File: src/rtl/board_move_ctrl.sv
// board_move_ctrl: game-state sequencer for the chess display.
// Runs the select-source / select-destination move flow from the cursor and
// the Enter/Esc buttons. It scans the piece slots one per cycle and commits
// each move at a frame boundary, so the renderer never sees a half-updated
// board. There is no legality checking; the block only handles own-piece
// blocking and capture bookkeeping.
// Optional feature macro: SELECT_TIMEOUT_EN. When it is defined, a held
// selection is cancelled after TIMEOUT_FRAMES frames.
module board_move_ctrl #(
    parameter int NUM_PIECES     = 16,
    parameter int TIMEOUT_FRAMES = 600
) (
    input  logic                    clk12,
    input  logic                    reset,
    input  logic [5:0]              cursor,
    input  logic                    btn_enter,
    input  logic                    btn_esc,
    input  logic                    frame_start,
    output logic [6*NUM_PIECES-1:0] location_vectors_w,
    output logic [6*NUM_PIECES-1:0] location_vectors_b,
    output logic [NUM_PIECES-1:0]   alive_vectors_w,
    output logic [NUM_PIECES-1:0]   alive_vectors_b,
    output logic                    player,
    output logic                    sel_active,
    output logic [5:0]              sel_square,
    output logic                    move_done,
    output logic                    move_reject
);

    localparam int LW = 6 * NUM_PIECES;
    localparam int KW = $clog2(NUM_PIECES);

    // Starting position: white on rows 0-1, black on rows 6-7.
    localparam logic [LW-1:0] RST_LOC_W = 96'h20928B30D38F0070460850C4;
    localparam logic [LW-1:0] RST_LOC_B = 96'hC31CB3D35DB7E3FE7EEBDEFC;

    typedef enum logic [2:0] {
        S_IDLE       = 3'd0,
        S_SCAN_SRC   = 3'd1,
        S_SELECTED   = 3'd2,
        S_SCAN_DST   = 3'd3,
        S_WAIT_FRAME = 3'd4,
        S_COMMIT     = 3'd5
    } state_t;

    state_t                state_q, state_d;
    logic                  enter_prev_q;
    logic                  esc_prev_q;
    logic [5:0]            src_sq_q, src_sq_d;
    logic [5:0]            dst_sq_q, dst_sq_d;
    logic [KW-1:0]         k_q, k_d;
    logic [KW-1:0]         src_idx_q, src_idx_d;
    logic [KW-1:0]         cap_idx_q, cap_idx_d;
    logic                  cap_valid_q, cap_valid_d;
    logic                  own_block_q, own_block_d;
    logic [LW-1:0]         loc_w_q, loc_w_d;
    logic [LW-1:0]         loc_b_q, loc_b_d;
    logic [NUM_PIECES-1:0] alive_w_q, alive_w_d;
    logic [NUM_PIECES-1:0] alive_b_q, alive_b_d;
    logic                  player_q, player_d;
    logic                  sel_active_q, sel_active_d;
    logic [5:0]            sel_square_q, sel_square_d;
    logic                  move_done_q, move_done_d;
    logic                  move_reject_q, move_reject_d;

    logic                  enter_p_s;
    logic                  esc_p_s;
    logic [LW-1:0]         own_loc_s;
    logic [LW-1:0]         opp_loc_s;
    logic [NUM_PIECES-1:0] own_alive_s;
    logic [NUM_PIECES-1:0] opp_alive_s;
    logic [5:0]            scan_sq_s;
    logic                  own_hit_s;
    logic                  opp_hit_s;
    logic                  k_last_s;
    logic                  timeout_s;

    // Button edges; Esc wins over a simultaneous Enter.
    assign esc_p_s   = btn_esc & ~esc_prev_q;
    assign enter_p_s = btn_enter & ~enter_prev_q & ~esc_p_s;

    // The side to move owns the "own" vectors; the other side can be captured.
    assign own_loc_s   = player_q ? loc_b_q   : loc_w_q;
    assign opp_loc_s   = player_q ? loc_w_q   : loc_b_q;
    assign own_alive_s = player_q ? alive_b_q : alive_w_q;
    assign opp_alive_s = player_q ? alive_w_q : alive_b_q;
    assign scan_sq_s   = (state_q == S_SCAN_SRC) ? src_sq_q : dst_sq_q;
    assign own_hit_s   = own_alive_s[k_q] && (own_loc_s[int'(k_q)*6 +: 6] == scan_sq_s);
    assign opp_hit_s   = opp_alive_s[k_q] && (opp_loc_s[int'(k_q)*6 +: 6] == scan_sq_s);
    assign k_last_s    = (k_q == KW'(NUM_PIECES - 1));

`ifdef SELECT_TIMEOUT_EN
    localparam int TW = $clog2(TIMEOUT_FRAMES + 1);

    logic [TW-1:0] frame_cnt_q, frame_cnt_d;

    assign timeout_s = frame_start && ((frame_cnt_q + TW'(1)) == TW'(TIMEOUT_FRAMES));

    // Frame counter: counts frames only while a selection is held.
    always_comb begin
        frame_cnt_d = '0;
        if (state_q == S_SELECTED) begin
            if (frame_start) begin
                frame_cnt_d = frame_cnt_q + TW'(1);
            end else begin
                frame_cnt_d = frame_cnt_q;
            end
        end else begin
            frame_cnt_d = '0;
        end
    end

    // Frame counter register.
    always_ff @(posedge clk12) begin
        if (reset) begin
            frame_cnt_q <= '0;
        end else begin
            frame_cnt_q <= frame_cnt_d;
        end
    end
`else
    // A selection never times out. TIMEOUT_FRAMES is positive, so this is constant zero.
    assign timeout_s = (TIMEOUT_FRAMES < 0);
`endif

    // Next-state and output logic for the move flow.
    always_comb begin
        state_d       = state_q;
        src_sq_d      = src_sq_q;
        dst_sq_d      = dst_sq_q;
        k_d           = k_q;
        src_idx_d     = src_idx_q;
        cap_idx_d     = cap_idx_q;
        cap_valid_d   = cap_valid_q;
        own_block_d   = own_block_q;
        loc_w_d       = loc_w_q;
        loc_b_d       = loc_b_q;
        alive_w_d     = alive_w_q;
        alive_b_d     = alive_b_q;
        player_d      = player_q;
        sel_active_d  = sel_active_q;
        sel_square_d  = sel_square_q;
        move_done_d   = 1'b0;
        move_reject_d = 1'b0;
        case (state_q)
            S_IDLE: begin
                if (enter_p_s) begin
                    src_sq_d = cursor;
                    k_d      = '0;
                    state_d  = S_SCAN_SRC;
                end else begin
                    state_d = S_IDLE;
                end
            end
            S_SCAN_SRC: begin
                if (own_hit_s) begin
                    src_idx_d    = k_q;
                    sel_active_d = 1'b1;
                    sel_square_d = src_sq_q;
                    state_d      = S_SELECTED;
                end else if (k_last_s) begin
                    move_reject_d = 1'b1;
                    state_d       = S_IDLE;
                end else begin
                    k_d = k_q + KW'(1);
                end
            end
            S_SELECTED: begin
                if (esc_p_s || (enter_p_s && (cursor == src_sq_q))) begin
                    sel_active_d = 1'b0;
                    state_d      = S_IDLE;
                end else if (enter_p_s) begin
                    dst_sq_d    = cursor;
                    k_d         = '0;
                    cap_valid_d = 1'b0;
                    own_block_d = 1'b0;
                    state_d     = S_SCAN_DST;
                end else if (timeout_s) begin
                    sel_active_d  = 1'b0;
                    move_reject_d = 1'b1;
                    state_d       = S_IDLE;
                end else begin
                    state_d = S_SELECTED;
                end
            end
            S_SCAN_DST: begin
                own_block_d = own_block_q | own_hit_s;
                if (opp_hit_s) begin
                    cap_idx_d   = k_q;
                    cap_valid_d = 1'b1;
                end else begin
                    cap_valid_d = cap_valid_q;
                end
                if (k_last_s) begin
                    if (own_block_q || own_hit_s) begin
                        move_reject_d = 1'b1;
                        state_d       = S_SELECTED;
                    end else begin
                        state_d = S_WAIT_FRAME;
                    end
                end else begin
                    k_d = k_q + KW'(1);
                end
            end
            S_WAIT_FRAME: begin
                if (frame_start) begin
                    state_d = S_COMMIT;
                end else begin
                    state_d = S_WAIT_FRAME;
                end
            end
            S_COMMIT: begin
                if (player_q) begin
                    loc_b_d[int'(src_idx_q)*6 +: 6] = dst_sq_q;
                    if (cap_valid_q) begin
                        alive_w_d[cap_idx_q] = 1'b0;
                    end else begin
                        alive_w_d = alive_w_q;
                    end
                end else begin
                    loc_w_d[int'(src_idx_q)*6 +: 6] = dst_sq_q;
                    if (cap_valid_q) begin
                        alive_b_d[cap_idx_q] = 1'b0;
                    end else begin
                        alive_b_d = alive_b_q;
                    end
                end
                player_d     = ~player_q;
                sel_active_d = 1'b0;
                move_done_d  = 1'b1;
                state_d      = S_IDLE;
            end
            default: begin
                state_d = S_IDLE;
            end
        endcase
    end

    // State, game-state and registered output updates.
    always_ff @(posedge clk12) begin
        if (reset) begin
            state_q       <= S_IDLE;
            enter_prev_q  <= 1'b0;
            esc_prev_q    <= 1'b0;
            src_sq_q      <= 6'd0;
            dst_sq_q      <= 6'd0;
            k_q           <= '0;
            src_idx_q     <= '0;
            cap_idx_q     <= '0;
            cap_valid_q   <= 1'b0;
            own_block_q   <= 1'b0;
            loc_w_q       <= RST_LOC_W;
            loc_b_q       <= RST_LOC_B;
            alive_w_q     <= '1;
            alive_b_q     <= '1;
            player_q      <= 1'b0;
            sel_active_q  <= 1'b0;
            sel_square_q  <= 6'd0;
            move_done_q   <= 1'b0;
            move_reject_q <= 1'b0;
        end else begin
            state_q       <= state_d;
            enter_prev_q  <= btn_enter;
            esc_prev_q    <= btn_esc;
            src_sq_q      <= src_sq_d;
            dst_sq_q      <= dst_sq_d;
            k_q           <= k_d;
            src_idx_q     <= src_idx_d;
            cap_idx_q     <= cap_idx_d;
            cap_valid_q   <= cap_valid_d;
            own_block_q   <= own_block_d;
            loc_w_q       <= loc_w_d;
            loc_b_q       <= loc_b_d;
            alive_w_q     <= alive_w_d;
            alive_b_q     <= alive_b_d;
            player_q      <= player_d;
            sel_active_q  <= sel_active_d;
            sel_square_q  <= sel_square_d;
            move_done_q   <= move_done_d;
            move_reject_q <= move_reject_d;
        end
    end

    assign location_vectors_w = loc_w_q;
    assign location_vectors_b = loc_b_q;
    assign alive_vectors_w    = alive_w_q;
    assign alive_vectors_b    = alive_b_q;
    assign player             = player_q;
    assign sel_active         = sel_active_q;
    assign sel_square         = sel_square_q;
    assign move_done          = move_done_q;
    assign move_reject        = move_reject_q;

endmodule

File: config.mk
export PLATFORM = sky130hd
export DESIGN_NAME = board_move_ctrl
export DESIGN_NICKNAME = d
export VERILOG_FILES = /design/src/rtl/board_move_ctrl.sv
export SDC_FILE = /design/constraint.sdc
export NUM_CORES = 1
export LEC_CHECK = 0
export ABC_CLOCK_PERIOD_IN_PS = 8550
export CAP_MARGIN = 20
export CORE_MARGIN = 2
export CORE_UTILIZATION = 59
export CTS_CLUSTER_DIAMETER = 100
export DETAILED_ROUTE_END_ITERATION = 16
export PLACE_DENSITY_LB_ADDON = 0.2
export SLEW_MARGIN = 5
export SYNTH_ARGS = -nofsm -noshare
export SYNTH_HDL_FRONTEND = slang
export SYNTH_SLANG_ARGS = --single-unit
File: constraint.sdc
create_clock -name clk12 -period 8.55 [get_ports clk12]
set_input_delay 0.855 -clock clk12 [delete_from_list [all_inputs] [get_ports clk12]]
set_output_delay 0.855 -clock clk12 [all_outputs]
set_load 0.005 [all_outputs]
# [Word level (Yosys, flattened, before mapping)]
# Cells that the tools add are included.
[word_totals] regBits=265 inputBits=11 word_cells=123
[classes] n_addsub=2 magnitude_cmp=3 bitwise_logic=12 mul=2 shifts=4 n_reduce_logical=23 muxes=41 eq_ne=17
[op_table] cell="96-bit bitwise mux" count=2
[op_table] cell="96-bit two-way mux" count=2
[op_table] cell="6-bit by 33-bit variable shift with 96-bit output (first input constant)" count=1
[op_table] cell="6-bit by 33-bit indexed part select with 96-bit output" count=1
[op_table] cell="96-bit by 32-bit indexed part select with 6-bit output" count=1
[op_table] cell="96-bit by 8-bit indexed part select with 6-bit output" count=1
[op_table] cell="7-bit negator with 33-bit output" count=1
[op_table] cell="16-bit bitwise AND" count=2
[op_table] cell="16-bit two-way mux" count=2
[op_table] cell="6-bit == test" count=3
[op_table] cell="3-bit AND reduction" count=6
[op_table] cell="1-bit two-way mux" count=16
[op_table] cell="4-bit two-way mux" count=4
[op_table] cell="16-bit inverter" count=1
[op_table] cell="4-bit case mux with 4 select lines" count=1
[op_table] cell="3-bit case mux with 5 select lines" count=1
[op_table] cell="2-bit inequality test (second input constant)" count=7
[op_table] cell="4-bit by 2-bit multiplier with 6-bit output (second input constant)" count=2
[op_table] cell="3-bit two-way mux" count=4
[op_table] cell="2-bit AND reduction" count=6
[op_table] cell="4-bit by 5-bit < comparator with 1-bit output (second input constant)" count=2
[op_table] cell="1-bit binary-select mux with 4-bit select" count=2
[op_table] cell="3-bit by 2-bit == test with 1-bit output (second input constant)" count=2
[op_table] cell="3-bit == test (second input constant)" count=2
[op_table] cell="other kinds (20)" count=32

# [Depth between registers and ports, before layout]
# Gate-level depths: netlist of the first run.
[logic_depth] word_depth=8 ltp_mapped=15 mapped_depth_nobuf=13

# [Least setup slack after synthesis of the first run]
# No wires, ideal clock.
[synth_path] path_kind="register to register" startpoint="register src_idx_q[0]" endpoint="register loc_w_q[2], in the netlist location_vectors_w[2]" arrival_time_ns=3.469 slack_ns=4.952 setup_ns=0.129 path_stages_with_launch=15 cell_sequence="dfxtp_1 buf_2 inv_1 ha_1 buf_2 or2_2 clkbuf_1 nor3_1 ha_1 nor4_1 nand3_1 a22o_1 nor2_1 mux2i_1 nand2_1"
[synth_between] elab_chain_len=4
[synth_rtl] item="from (decl)" line="52" text="logic [KW-1:0] src_idx_q, src_idx_d;"
[synth_rtl] item="from (signal assigned)" line="268" text="src_idx_q <= src_idx_d;"
[synth_rtl] item="4-bit by 2-bit multiplier with 6-bit output (*)" line="221" text="loc_w_d[int'(src_idx_q)*6 +: 6] = dst_sq_q;"
[synth_rtl] item="7-bit negator with 33-bit output (*)" line="221"
[synth_rtl] item="6-bit by 33-bit indexed part select with 96-bit output or 6-bit by 33-bit variable shift with 96-bit output (tied branches)" line="221"
[synth_rtl] item="96-bit bitwise mux (*)" line="221"
[synth_rtl] item="to (signal assigned)" line="272" text="loc_w_q <= loc_w_d;"
[synth_rtl] item="to (decl)" line="56" text="logic [LW-1:0] loc_w_q, loc_w_d;"
# Mark *: on every way between the ends. The rest lies on a longest branch, timed or not.
# A chain may end at the register's enable or synchronous reset.

# [Worst setup path after layout of the first run]
# Ends and elaborated chain as after synthesis.

==> impl_results.md, run 1 <==
- Worst-path clk slew: 0.07 ns
- Hold_ws: 0.475 ns
- Gr usage total: 44.6%
- Net Sw Frac: 23.8%
- Status: finished, final reports clean
- ANT cells: 0
- Final Cycle Share: 69.1%
- H-tree levels: 1
- Fmax: 0.169 GHz
- Vias per inst: 7.06
- Vias in the first global route: 14.1k
- Clock power frac: 48.9%
- Commonest non-fill, non-tap cells in the layout: 261 x dfxtp_1, 243 x clkdlybuf4s50_1, 240 x nand2_1
- Commonest non-fill, non-tap cell in the layout: dfxtp_1
- Seq/Total Area, Yosys: 35.4%
- Layout cells sized above 1: 11.0%
- Clock tree sinks: 265
- CP endpoint kind: register
- Startpoint Class: register
- WL final: 60,700 µm
- Number of synthesized flops with an enable pin: 0
- Largest cells by area after synthesis: dfxtp_1 35%, mux4_2 17%, mux2i_1 8.8%
- Core Util, Final: 73.6%
- Die width: 163 µm
- Post-synthesis compound-gate area fraction: 12.9%
- P_sw: 0.000631 W
- R2r endpoint: location_vectors_w[2]$_SDFFE_PP1P_
- P&R area growth vs syn: 22.9%
- Row cnt: 58
- CTS buffer count: 28
- Nets@finish: 1,839
- Clk Latency, worst-skew pair: 0.58 ns
- Die Area: 26,700 µm²
- Routed len/inst: 28.0 µm
- Total global routing overflow: 0
- Final GP Congestion: 1.03
- Yosys warns: 0
- Slew headroom: 20.8%
- Max cap viols: 0
- Via count: 15.3k
- Final Hold Viols: 0
- Worst-Margin Slew: 1.19 ns
- Sequential Power Share: 47.0%
- Reg2Reg Depth: 11
- CTS Buffer Depth: 3
- Initial Util: 59.9%
- IO Count: 245
- Hold buffers post-CTS: 0
- Area leader, netlist: dfxtp_1
- Post-synthesis cell count: 1,643
- Synth Area in XOR/XNOR: 1.77%
- DRT Pass-1 Iters: 6
- FF-to-FF setup slack: 2.64 ns
- I/O Buffers: 244
- Total power: 0.00265 W
- Height of the die: 163 µm
- Postcts setup bufs: 0
- Core ar.: 25,000 µm²
- Syn_area_per_cell: 9.13 µm²
- HP Class: reg2reg
- Crit Path Class: reg2reg
- Mapped Nets: 1,665
- Area share of the largest cell type after synthesis: 35.4%
- First-pass GRT wire length: 88,800 µm
- Starting DRT DRC Count: 2,587
- Unrepaired setup endpoints after global routing: no
- Final clock skew: 0.0211 ns
- DRC: 0
- Slew Limit Fails: 0
- Setup TNS: 0 ns
- Post-synthesis mux area share: 26.2%
- Comb pwr share: 4.1%
- Antenna viol nets, final: 0
- Crit-path max FO: 22
- Worst EP required: 8.98 ns
- Worst vdd ir: 0.153 mV
- Sequential cell area: 5320 µm²
- Worst hold stages: 2
- Cell-internal power: 0.00202 W
- Hold Path Sink: alive_vectors_b[13]$_SDFFE_PP1P_
- CTS tree: yes
- Area occupied by multi-input gates: 9090 µm²
- CTS resizes: 0
- Largest family of logic cells by synthesized area: multiplexers
- Root buffer cell: clkbuf_16
- Hpwl dp: 43,300 µm
- CP arrival: 6.34 ns
- Synth cell types: 61
- RR Startpoint: src_idx_q[0]$_SDFFE_PP0P_
- Post-synthesis adder-cell area fraction: 0.968%
- Largest net degree at the start of global routing: 107
- Dominant synthesized flop cell: dfxtp_1
- Fraction of registers with async set/reset: 0%
- Hold Path Origin: alive_vectors_b[13]$_SDFFE_PP1P_
- Pwr/cell area: 144 nW/µm²
- Simple-gate area share of the yosys netlist: 18.8%
- Fill count: 1,875
- Leak: 5.98 nW
- Setup Viol. Count Final: 0
- Register bit total from synthesis: 265
- Antenna violations before repair: 1
- Mapped Area: 15,000 µm²
- Crit path time final: 5.91 ns
worst max-delay path, cell delays in order (launching register included):
cell and delay, ns:
dfxtp_1 0.90, inv_1 0.34, ha_1 0.77, nor3b_1 0.17, xnor2_1 0.88, nand2_1 0.74, nor4_1 0.80, nand3_1 0.33
a22o_1 0.30, nor2_1 0.22, mux2i_1 0.24, nand2_1 0.07
cell families (layout without fill, tap and decap cells):
| logic type | Yosys count | count (layout) |
|---|---|---|
| simple gates | 650 | 650 |
| compound gates | 308 | 308 |
| flops | 265 | 265 |
| mux | 249 | 249 |
| buf+inv | 133 | 328 |
| xor+xnor | 27 | 27 |
| fa+ha+maj | 11 | 11 |
area by class of cell:
type                       count  area share [%]
tap                          330            2.24
clock buffer                  30            3.95
timing repair buffer         263            14.0
sequential                   265            28.9
inverter                      14           0.285
clock inverter                21            1.28
multi-input combinational   1245            49.3
cells in the mapped netlist, types with 4 or more instances:
| cell type | number |
|---|---|
| mux4_2 | 114 |
| nand2b_1 | 13 |
| a21oi_1 | 82 |
| buf_4 | 5 |
| nor2_1 | 209 |
| nand4_1 | 8 |
| nor2b_1 | 14 |
| buf_2 | 20 |
| nand2_1 | 240 |
| inv_1 | 14 |
| dfxtp_1 | 265 |
| buf_6 | 8 |
| o21ai_0 | 109 |
| and3_1 | 5 |
| mux2i_1 | 132 |
| a311oi_1 | 4 |
| a211oi_1 | 4 |
| ha_1 | 10 |
| o211ai_1 | 9 |
| a32oi_1 | 7 |
| xor2_1 | 11 |
| or2_2 | 5 |
| nor4_1 | 5 |
| o311ai_0 | 5 |
| a22oi_1 | 25 |
| nor3_1 | 53 |
| buf_1 | 7 |
| a221o_1 | 24 |
| xnor2_1 | 14 |
| o31ai_1 | 6 |
| nand3b_1 | 4 |
| clkbuf_1 | 78 |
| a22o_1 | 4 |
| a31oi_1 | 9 |
| a32o_1 | 4 |
| and2_1 | 14 |
| nand3_1 | 68 |
registers in the layout (all words and copies together), names as in the netlist, 4 cells and up:
| signal | cells |
|---|---|
| location_vectors_b | 96 |
| location_vectors_w | 96 |
| alive_vectors_b | 16 |
| alive_vectors_w | 16 |
| dst_sq_q | 6 |
| sel_square | 6 |
| src_sq_q | 6 |
| cap_idx_q | 4 |
| k_q | 4 |
| src_idx_q | 4 |
through the flow:
step / cell area (µm²) / worst slack, ns / cells
after floorplan: 15000 / 4.95 / 1643
after detailed placement: 17500 / 2.96 / 2117
after CTS: 18400 / 2.96 / 2168
final: 18400 / 2.64 / 2168
after global placement: 17500 / 3.14 / 2117
after global routing: 18400 / 2.41 / 2168
how the worst max path moves through the flow:
stage                     cells after the start                 startpoint                                  to
after floorplan                              14  src_idx_q[0]$_SDFFE_PP0P_  location_vectors_w[2]$_SDFFE_PP1P_
after global placement                       11  src_idx_q[0]$_SDFFE_PP0P_  location_vectors_w[2]$_SDFFE_PP1P_
after detailed placement                     11  src_idx_q[0]$_SDFFE_PP0P_  location_vectors_w[2]$_SDFFE_PP1P_
after CTS                                    11  src_idx_q[0]$_SDFFE_PP0P_  location_vectors_w[2]$_SDFFE_PP1P_
after global routing                         11  src_idx_q[0]$_SDFFE_PP0P_  location_vectors_b[2]$_SDFFE_PP1P_
final                                        11  src_idx_q[0]$_SDFFE_PP0P_  location_vectors_w[2]$_SDFFE_PP1P_
power by group through the flow:
stage	registers [W]	logic [W]	clock network [W]
after global placement	0.00127	0.000103	0
after detailed placement	0.00127	0.000104	0
after floorplan	0.00127	0.0000863	0
after CTS	0.00125	0.000105	0.00129
final	0.00125	0.000108	0.00130
after global routing	0.00125	0.000113	0.00134
per-layer routing:
layer / routed length (µm) / up-vias / part of all wire (%) / GRT usage [%]
met3: 8440 / 286 / 14 / 10.7
li1: - / 6364 / - / -
met2: 27000 / 1354 / 44 / 69.5
met5: 0 / - / 0 / 0
met1: 21000 / 7310 / 35 / 56.8
met4: 4300 / 0 / 7.1 / 26.1
(Power assumes the default switching activity.)
==> run 2, diff against run 1 <==
- ABC_CLOCK_PERIOD_IN_PS: 8550 -> 6010
- CORE_UTILIZATION: 59 -> 54
- clock period: 8.55 -> 6.01 ns (I/O delays scaled with it)
==> run 2 against run 1 <==
Clock skew rose by 0.013 ns. Cell area rose by 1.9%. Cell count rose by 3.4%. Clock-buffer cell count rose by 8. Utilization fell by 5.5 points. Via count fell by 1.2%. Critical endpoint is now location_vectors_w[65]$_SDFFE_PP0P_.
==> impl_results.md, run 2 (synthesis results as in run 1) <==
- FF-to-FF setup slack: 1.24 ns
- Slew Limit Fails: 0
- Clk Latency, worst-skew pair: 0.58 ns
- Status: finished, final reports clean
- DRC: 0
- Critical path buffers and inverters: 2
- Pwr/cell area: 208 nW/µm²
- Commonest non-fill, non-tap cell in the layout: dfxtp_1
- Worst-Margin Slew: 1.12 ns
- Commonest non-fill, non-tap cells in the layout: 261 x dfxtp_1, 243 x clkdlybuf4s50_1, 240 x nand2_1
- Initial Util: 54.4%
- CTS Buffer Depth: 3
- IO Count: 245
- Die width: 171 µm
- Clock tree sinks: 265
- CP arrival: 5.18 ns
- Row cnt: 61
- Vias per inst: 6.75
- P_sw: 0.000894 W
- Startpoint Class: register
- Leak: 6.15 nW
- Sequential Power Share: 45.3%
- CTS tree: yes
- Height of the die: 171 µm
- Vias in the first global route: 14.0k
- Fmax: 0.210 GHz
- WL final: 61,200 µm
- Setup TNS: 0 ns
- Cell-internal power: 0.00302 W
- P&R area growth vs syn: 25.2%
- Crit-path max FO: 20
- Area occupied by multi-input gates: 9090 µm²
- Final Hold Viols: 0
- First-pass GRT wire length: 88,600 µm
- RR Startpoint: src_idx_q[0]$_SDFFE_PP0P_
- Reg2Reg Depth: 12
- Hold Path Sink: state_q[1]$_SDFFE_PP0P_
- CP top delay family: simple AND/OR/NAND/NOR gates
- Hpwl dp: 44,400 µm
- Crit path time final: 4.77 ns
- Crit path from: src_idx_q[0]$_SDFFE_PP0P_
- R2r endpoint: location_vectors_w[65]$_SDFFE_PP0P_
- Worst hold stages: 2
- Layout cells sized above 1: 12.1%
- ANT cells: 0
- Worst EP required: 6.43 ns
- Hold_ws: 0.445 ns
- CTS buffer count: 30
- Die Area: 29,100 µm²
- Worst vdd ir: 0.296 mV
- Slew headroom: 25.0%
- Sequential cell area: 5320 µm²
- Root buffer cell: clkbuf_16
- CTS resizes: 0
- Area after DPL: 17,700 µm²
- CP endpoint kind: register
- DRT Pass-1 Iters: 6
- Clock power frac: 50.7%
- Final GP Congestion: 0.978
- Via count: 15.1k
- Setup Viol. Count Final: 0
- Final Cycle Share: 79.3%
- Nets@finish: 1,861
- Post-route cell area: 18,800 µm²
- Starting DRT DRC Count: 2,306
- Worst-path clk slew: 0.06 ns
- Net Sw Frac: 22.9%
- CP max stage delay: 0.58 ns
- I/O Buffers: 244
- Max cap viols: 0
- Gr usage total: 41.1%
- Fill count: 2,154
- Largest net degree at the start of global routing: 72
- Unrepaired setup endpoints after global routing: no
- Hold Path Origin: reset
- Antenna viol nets, final: 0
- HP Class: in2reg
- Postcts setup bufs: 0
- Core ar.: 27,600 µm²
- Final clock skew: 0.0341 ns
- Comb pwr share: 4.0%
- Slowest cell on the critical path: ha_1
- Total global routing overflow: 0
- Antenna violations before repair: 0
- Crit Path Class: reg2reg
- Hold buffers post-CTS: 0
- H-tree levels: 1
- Critical Path, Cell by Cell: buf_4 -> inv_1 -> ha_1 -> or2_2 -> nor3_1 -> ha_1 -> o21ai_0 -> nor2_1 -> nand2_1 -> nor3_1 -> mux2i_1 -> nor2_1
- Routed len/inst: 27.3 µm
- Total power: 0.00391 W
[run 2: per-layer routing]
metal	global-route usage, %	part of all wire, %	up-vias
met5	0	0	-
met4	21.6	6.2	0
met3	10.1	13	240
met2	63.8	44	1220
met1	53.1	37	7261
li1	-	-	6416
[run 2: worst max-delay path by stage]
stage | to | cells after the start
CTS | location_vectors_w[65]$_SDFFE_PP0P_ | 12
global placement | location_vectors_b[69]$_SDFFE_PP0P_ | 13
global route | location_vectors_w[65]$_SDFFE_PP0P_ | 12
floorplan | location_vectors_w[2]$_SDFFE_PP1P_ | 14
finish | location_vectors_w[65]$_SDFFE_PP0P_ | 12
detailed placement | location_vectors_w[64]$_SDFFE_PP0P_ | 12
[run 2: layout make-up]
cell class / count / share of cell area, %
flip-flops and latches: 265 / 28.3
well taps: 378 / 2.52
repair buffers: 283 / 14.7
clock buffers: 38 / 4.43
clock inverters: 18 / 1.31
inverters: 14 / 0.280
multi-input cells: 1245 / 48.4
[run 2: worst register-to-register path, delay by kind of cell, from the launching register on]
family                     cells  cell delay, ns
buffers and inverters          2            0.46
AOI/OAI and AO/OA              1            0.30
muxes                          1            0.23
DFF                            1            0.39
and+or+nand+nor                6            2.18
adders and majority gates      2            1.06
[run 2: metrics by stage]
step	setup WS [ns]	utilization (%)	std cells
after floorplan	2.41	-	1643
after global placement	1.54	64.2	2185
after detailed placement	1.41	64.2	2185
after CTS	1.38	68.1	2241
after global routing	0.841	68.1	2241
final	1.24	68.1	2241
[run 2: power by group through the flow]
stage                     Combinational, W  Clock (W)  Sequential, W
after floorplan                   0.000123          0        0.00180
after global placement            0.000149          0        0.00181
after detailed placement          0.000151          0        0.00181
after CTS                         0.000152    0.00198        0.00177
after global routing              0.000163    0.00205        0.00177
final                             0.000155    0.00198        0.00177
